--- config.mk ---
export PLATFORM = sky130hd
export DESIGN_NAME = id_ex_stage
export DESIGN_NICKNAME = d
export VERILOG_FILES = /design/src/rtl/id_ex_stage.sv
export SDC_FILE = /design/constraint.sdc
export NUM_CORES = 1
export LEC_CHECK = 0
export CORE_MARGIN = 8
export CORE_UTILIZATION = 40
export CTS_BUF_LIST = sky130_fd_sc_hd__clkbuf_8 sky130_fd_sc_hd__clkbuf_16
export DETAILED_ROUTE_END_ITERATION = 16
export HOLD_SLACK_MARGIN = 0.08
export PLACE_DENSITY = 0.8
export SYNTH_ARGS = -nofsm -noshare
export SYNTH_HDL_FRONTEND = slang
export SYNTH_SLANG_ARGS = --single-unit
--- constraint.sdc ---
create_clock -name clk -period 3.1 [get_ports clk]
set_clock_uncertainty 0.2 [all_clocks]
set_input_delay 0.62 -clock clk [delete_from_list [all_inputs] [get_ports clk]]
set_output_delay 0.62 -clock clk [all_outputs]
set_load 0.005 [all_outputs]
--- src/rtl/id_ex_stage.sv ---
// ID/EX pipeline register of the 5-stage RISC-V core.
// Registers the decoded control bundle and operands for execute, detects
// load-use hazards, inserts bubbles, drives front-end stall/flush controls
// and keeps saturating stall/flush performance counters.
module id_ex_stage #(
  parameter int XLEN  = 32,
  parameter int CNT_W = 16
) (
  input  logic             clk,
  input  logic             rst_n,
  input  logic             ext_stall,
  input  logic             pc_src_e,
  input  logic             cnt_clr,
  input  logic             id_valid,
  input  logic             id_reg_w,
  input  logic             id_mem_w,
  input  logic             id_branch,
  input  logic             id_jump,
  input  logic             id_alu_src,
  input  logic [1:0]       id_result_src,
  input  logic [2:0]       id_alu_ctrl,
  input  logic [XLEN-1:0]  id_rd1,
  input  logic [XLEN-1:0]  id_rd2,
  input  logic [4:0]       id_rs1,
  input  logic [4:0]       id_rs2,
  input  logic [4:0]       id_rd,
  input  logic [XLEN-1:0]  id_pc,
  input  logic [XLEN-1:0]  id_pc_plus4,
  input  logic [XLEN-1:0]  id_imm_ext,
  output logic             ex_valid,
  output logic             ex_reg_w,
  output logic             ex_mem_w,
  output logic             ex_branch,
  output logic             ex_jump,
  output logic             ex_alu_src,
  output logic [1:0]       ex_result_src,
  output logic [2:0]       ex_alu_ctrl,
  output logic [XLEN-1:0]  ex_rd1,
  output logic [XLEN-1:0]  ex_rd2,
  output logic [4:0]       ex_rs1,
  output logic [4:0]       ex_rs2,
  output logic [4:0]       ex_rd,
  output logic [XLEN-1:0]  ex_pc,
  output logic [XLEN-1:0]  ex_pc_plus4,
  output logic [XLEN-1:0]  ex_imm_ext,
  output logic             stall_f,
  output logic             stall_d,
  output logic             flush_d,
  output logic [CNT_W-1:0] stall_cnt,
  output logic [CNT_W-1:0] flush_cnt
);

  localparam logic [1:0]       RES_MEM = 2'b01;
  localparam logic [CNT_W-1:0] CNT_MAX = '1;

  logic lu;
  logic bubble;

  // A load in EX whose destination feeds the instruction in ID. The rs2
  // compare is done for every instruction; a spurious stall is harmless.
  assign lu = ex_valid & (ex_result_src == RES_MEM) & (ex_rd != 5'd0) & id_valid &
              ((ex_rd == id_rs1) | (ex_rd == id_rs2));

  // Priority: ext_stall freezes everything, a redirect beats a load-use stall.
  assign stall_f = ext_stall | (~pc_src_e & lu);
  assign stall_d = stall_f;
  assign flush_d = ~ext_stall & pc_src_e;
  assign bubble  = ~ext_stall & (pc_src_e | lu);

  // ID/EX register: hold on ext_stall, load a bubble on redirect or load-use,
  // otherwise capture the decode stage.
  // NOTE: every register here is a plain flop (no memory array), so all of it
  // is cleared by the asynchronous reset, not only the valid bit.
  always_ff @(posedge clk or negedge rst_n) begin
    if (!rst_n) begin
      // NOTE: sequential state uses non-blocking assignments so every flop
      // samples the pre-edge values regardless of statement order.
      ex_valid      <= 1'b0;
      ex_reg_w      <= 1'b0;
      ex_mem_w      <= 1'b0;
      ex_branch     <= 1'b0;
      ex_jump       <= 1'b0;
      ex_alu_src    <= 1'b0;
      ex_result_src <= '0;
      ex_alu_ctrl   <= '0;
      ex_rd1        <= '0;
      ex_rd2        <= '0;
      ex_rs1        <= '0;
      ex_rs2        <= '0;
      ex_rd         <= '0;
      ex_pc         <= '0;
      ex_pc_plus4   <= '0;
      ex_imm_ext    <= '0;
    end else if (!ext_stall) begin
      if (bubble) begin
        ex_valid      <= 1'b0;
        ex_reg_w      <= 1'b0;
        ex_mem_w      <= 1'b0;
        ex_branch     <= 1'b0;
        ex_jump       <= 1'b0;
        ex_alu_src    <= 1'b0;
        ex_result_src <= '0;
        ex_alu_ctrl   <= '0;
        ex_rd1        <= '0;
        ex_rd2        <= '0;
        ex_rs1        <= '0;
        ex_rs2        <= '0;
        ex_rd         <= '0;
        ex_pc         <= '0;
        ex_pc_plus4   <= '0;
        ex_imm_ext    <= '0;
      end else begin
        ex_valid      <= id_valid;
        ex_reg_w      <= id_reg_w;
        ex_mem_w      <= id_mem_w;
        ex_branch     <= id_branch;
        ex_jump       <= id_jump;
        ex_alu_src    <= id_alu_src;
        ex_result_src <= id_result_src;
        ex_alu_ctrl   <= id_alu_ctrl;
        ex_rd1        <= id_rd1;
        ex_rd2        <= id_rd2;
        ex_rs1        <= id_rs1;
        ex_rs2        <= id_rs2;
        ex_rd         <= id_rd;
        ex_pc         <= id_pc;
        ex_pc_plus4   <= id_pc_plus4;
        ex_imm_ext    <= id_imm_ext;
      end
    end
  end

  // Saturating performance counters; a clear wins over an increment.
  always_ff @(posedge clk or negedge rst_n) begin
    if (!rst_n) begin
      stall_cnt <= '0;
      flush_cnt <= '0;
    end else if (cnt_clr) begin
      stall_cnt <= '0;
      flush_cnt <= '0;
    end else begin
      if (stall_f && stall_cnt != CNT_MAX) stall_cnt <= stall_cnt + CNT_W'(1);
      if (flush_d && flush_cnt != CNT_MAX) flush_cnt <= flush_cnt + CNT_W'(1);
    end
  end

endmodule

==> Flow_metrics.wiki <==
{| class="wikitable"
! Metric !! Value
|-
| Unrepaired setup endpoints after global routing || false
|-
| Clk pin slew, worst setup/hold paths || 60 ps
|-
| Static Leak || 5.919 nW
|-
| Worst setup startpoint || ex_rd[1]
|-
| Startpoint of the worst register-to-register path || ex_rd[1]
|-
| Die Height || 160.1 um
|-
| Worst setup EP type || output pin
|-
| Startpoint type of the worst setup path || flop
|-
| Data arrival, critical path || 2160 ps
|-
| Crit path kind || flop to output pin
|-
| Path category of the worst min-delay check || flop to flop
|-
| Drt first-iter violations || 339
|-
| Final number of hold-violating endpoints || 0
|-
| Sequential element share of the synthesized area || 0.6569
|-
| Die width || 160.1 um
|-
| Relative slew slack || 0.2933
|-
| Die Outline Area || 25630 um2
|-
| Boundary pin count || 412
|-
| Gate count of the mapped netlist || 615
|-
| Buffer type at the clock tree root || clkbuf_16
|-
| H-tree lvl count || 1
|-
| End of the worst register-to-register path || ex_pc_plus4[27]
|-
| Worst setup slack before clock tree synthesis || -141.6 ps
|-
| Wire length of the first global-routing pass || 45.43 mm
|-
| Clk_lat worst skew || 500 ps
|-
| Power consumption || 0.007142 W
|-
| Max Freq || 0.3352 GHz
|-
| Flip-flop and latch count after synthesis || 218
|-
| Minimum clock period after layout || 2983 ps
|-
| Number of placement rows || 52
|-
| Syn Nets || 808
|-
| Net total in the final layout || 1216
|-
| Maxcap violations || 0
|-
| Post-synthesis instance area || 8304 um2
|-
| FF-to-FF path depth || 7
|-
| Final ANT Viol Nets || 0
|-
| Drt via density || 5.295
|-
| Power per standard cell area || 525.2 nW/um2
|-
| Run status || finished clean
|-
| Pin count of the biggest net entering global routing || 149
|-
| Peak fanout along the critical path || 2
|-
| Detailed-route wire length || 29.60 mm
|-
| Core ar. || 20300 um2
|-
| Clock Tree Buf Depth || 3
|-
| Worst-Margin Slew || 1057 ps
|-
| Vias in the first global route || 7432
|-
| Setup TNS || 0 ps
|-
| Yosys warning count || 0
|-
| Signed area change from the synthesized netlist to the final layout || 63.75%
|-
| Residual DRC || 0
|-
| Total area of multi-input combinational cells || 2613 um2
|-
| FILL cells || 1518
|-
| Area taken by flip-flops and latches || 5455 um2
|-
| Final HPWL DP || 21.96 mm
|-
| Setup slack of the worst register-to-register path || 180 ps
|-
| Post-DR wirelength/cell || 22.49 um
|-
| Aggregate global routing overflow || 0
|-
| Total CTS buffers || 24
|-
| Buffers added on ports || 411
|-
| Worst setup margin || 116.8 ps
|-
| Final worst-path cycle share || 0.9623
|-
| Clock tree sinks || 218
|-
| Setup violators final || 0
|-
| Worst IR Drop VDD || 0.0003757 V
|-
| Final GP Congestion || 0.8207
|-
| End of the critical path || stall_d
|-
| Initial Util || 0.4091
|-
| Syn_area_per_cell || 13.50 um2
|-
| Distinct cell type count after synthesis || 35
|-
| Proportion of layout cells with a drive suffix above 1 || 0.06154
|-
| Total iterations of the first detailed-routing run || 4
|-
| All-layer global routing usage || 0.2231
|-
| CTS tree || yes
|-
| Total number of vias || 6968
|-
| Initial antenna violation count || 7
|-
| Required time worst endpoint || 2280 ps
|-
| Final-report max-slew violation count || 0
|}
## worst min path at each step
stage                   from              to  slack, ps  cells past startpoint
3_3_place_gp       ex_rd1[5]       ex_rd1[5]        290                      1
6_report          ex_rd1[29]      ex_rd1[29]        310                      1
5_1_grt        ex_imm_ext[0]   ex_imm_ext[0]        320                      1
3_5_place_dp       ex_rd2[6]       ex_rd2[6]        300                      1
4_1_cts           ex_rd1[29]      ex_rd1[29]        310                      1
2_1_floorplan          rst_n  ex_alu_ctrl[0]        120                      0
## state kept, by name, summed over array words and instances, names as in the netlist, 5 cells and up
name         cells
ex_pc_plus4     32
ex_rd            5
ex_rs1           5
ex_pc           32
ex_rd2          32
ex_rs2           5
stall_cnt       16
flush_cnt       16
ex_rd1          32
ex_imm_ext      32
## synthesized netlist by cell type
master | count | share of area
inv_1 | 4 | 0.0018
dfrtp_1 | 218 | 0.66
nor2b_1 | 1 | 0.00075
o21ai_2 | 1 | 0.0011
buf_2 | 15 | 0.0090
nand2b_1 | 1 | 0.00075
xor2_1 | 7 | 0.0074
a211oi_1 | 1 | 0.00090
o22ai_1 | 1 | 0.00075
nand4_1 | 6 | 0.0045
and3_1 | 6 | 0.0045
a2111oi_4 | 1 | 0.0033
a21oi_1 | 17 | 0.010
nand3_1 | 14 | 0.0084
nor3_4 | 1 | 0.0020
nor4_1 | 2 | 0.0015
mux2i_1 | 1 | 0.0012
nand2_1 | 14 | 0.0063
nor3_1 | 3 | 0.0018
xnor2_1 | 18 | 0.019
or3_1 | 16 | 0.012
buf_4 | 7 | 0.0063
a21boi_0 | 1 | 0.00090
o21ai_1 | 1 | 0.00060
and4b_1 | 1 | 0.0012
nor2_1 | 19 | 0.0086
clkbuf_1 | 26 | 0.012
a21o_1 | 1 | 0.00090
o21ai_0 | 15 | 0.0090
a22o_1 | 186 | 0.20
ha_1 | 2 | 0.0030
o21a_1 | 1 | 0.00090
or4_1 | 1 | 0.00090
and4_1 | 3 | 0.0032
and2_1 | 3 | 0.0023
## cell usage in the layout, fill, tap and decap left out, drive strengths merged
| cell | count |
|---|---|
| clkinvlp | 2 |
| and3 | 6 |
| nand2b | 1 |
| nand4 | 6 |
| nor2 | 19 |
| dfrtp | 218 |
| xor2 | 7 |
| clkbuf | 33 |
| a21o | 1 |
| and4b | 1 |
| or3 | 16 |
| and2 | 3 |
| dlygate4sd2 | 2 |
| a2111oi | 1 |
| a211oi | 1 |
| dlygate4sd3 | 1 |
| nor4 | 2 |
| mux2i | 1 |
| nor3 | 4 |
| a21oi | 17 |
| buf | 20 |
| xnor2 | 18 |
| nand3 | 14 |
| nor2b | 1 |
| inv | 7 |
| bufinv | 1 |
| ha | 2 |
| o22ai | 1 |
| diode | 6 |
| a21boi | 1 |
| a22o | 186 |
| clkdlybuf4s50 | 407 |
| nand2 | 14 |
| o21ai | 17 |
| or4 | 1 |
| and4 | 3 |
| clkinv | 4 |
| o21a | 1 |
## critical path: stages (launching register included)
cell	delay, ps
dfrtp_1	380
or4_4	560
o21ai_2	180
nor2_1	60
a21o_1	210
dlygate4sd2_1	270
## timing repair
action | CTS | global route
hold buffers | 1 | 0
endpoints found under the hold margin | 68 | 0
setup endpoints to repair | 2 | 0
resized for setup | 3 | 0
buffers inserted | 1 | 0
## layout make-up
| cell class | instances | share of cell area |
|---|---|---|
| antenna | 6 | 0.001104 |
| clock buffer | 33 | 0.05410 |
| clock inverter | 10 | 0.005613 |
| inverter | 4 | 0.001104 |
| multi-input combinational | 345 | 0.1921 |
| sequential | 218 | 0.4012 |
| tap | 270 | 0.02484 |
| timing repair buffer | 430 | 0.3199 |
## metal layers
| layer | wire (um) | track usage |
|---|---|---|
| met4 | 1221 | 0.1062 |
| met2 | 14420 | 0.3738 |
| met5 | 11 | 0 |
| met1 | 11650 | 0.2574 |
| met3 | 2299 | 0.06761 |
## power breakdown
| part | switching (W) | total (W) | internal, W |
|---|---|---|---|
| combinational | 0.000402 | 0.00112 | 0.000719 |
| sequential | 0.000126 | 0.00316 | 0.00304 |
| clock | 0.00112 | 0.00286 | 0.00173 |
## metrics by stage
stage | instances | hold WS [ps] | util | instance area, um2
final | 1316 | 305.1 | 0.6699 | 13600
after global routing | 1316 | 315.8 | 0.6699 | 13600
after CTS | 1310 | 311.0 | 0.6691 | 13580
after detailed placement | 1265 | 296.0 | 0.6282 | 12750
after global placement | 1265 | 291.1 | 0.6282 | 12750
after floorplan | 615 | 124.4 | - | 8304
## cells by family after synthesis
group | after synthesis | synth area share
buffers and inverters | 52 | 0.02893
AOI/OAI and AO/OA | 226 | 0.2248
xor gates and xnor gates | 25 | 0.02637
adders and majority gates | 2 | 0.003013
DFF | 218 | 0.6569
and+or+nand+nor | 91 | 0.05877
muxes | 1 | 0.001205
Note: power is estimated with default switching activity, not from simulation.
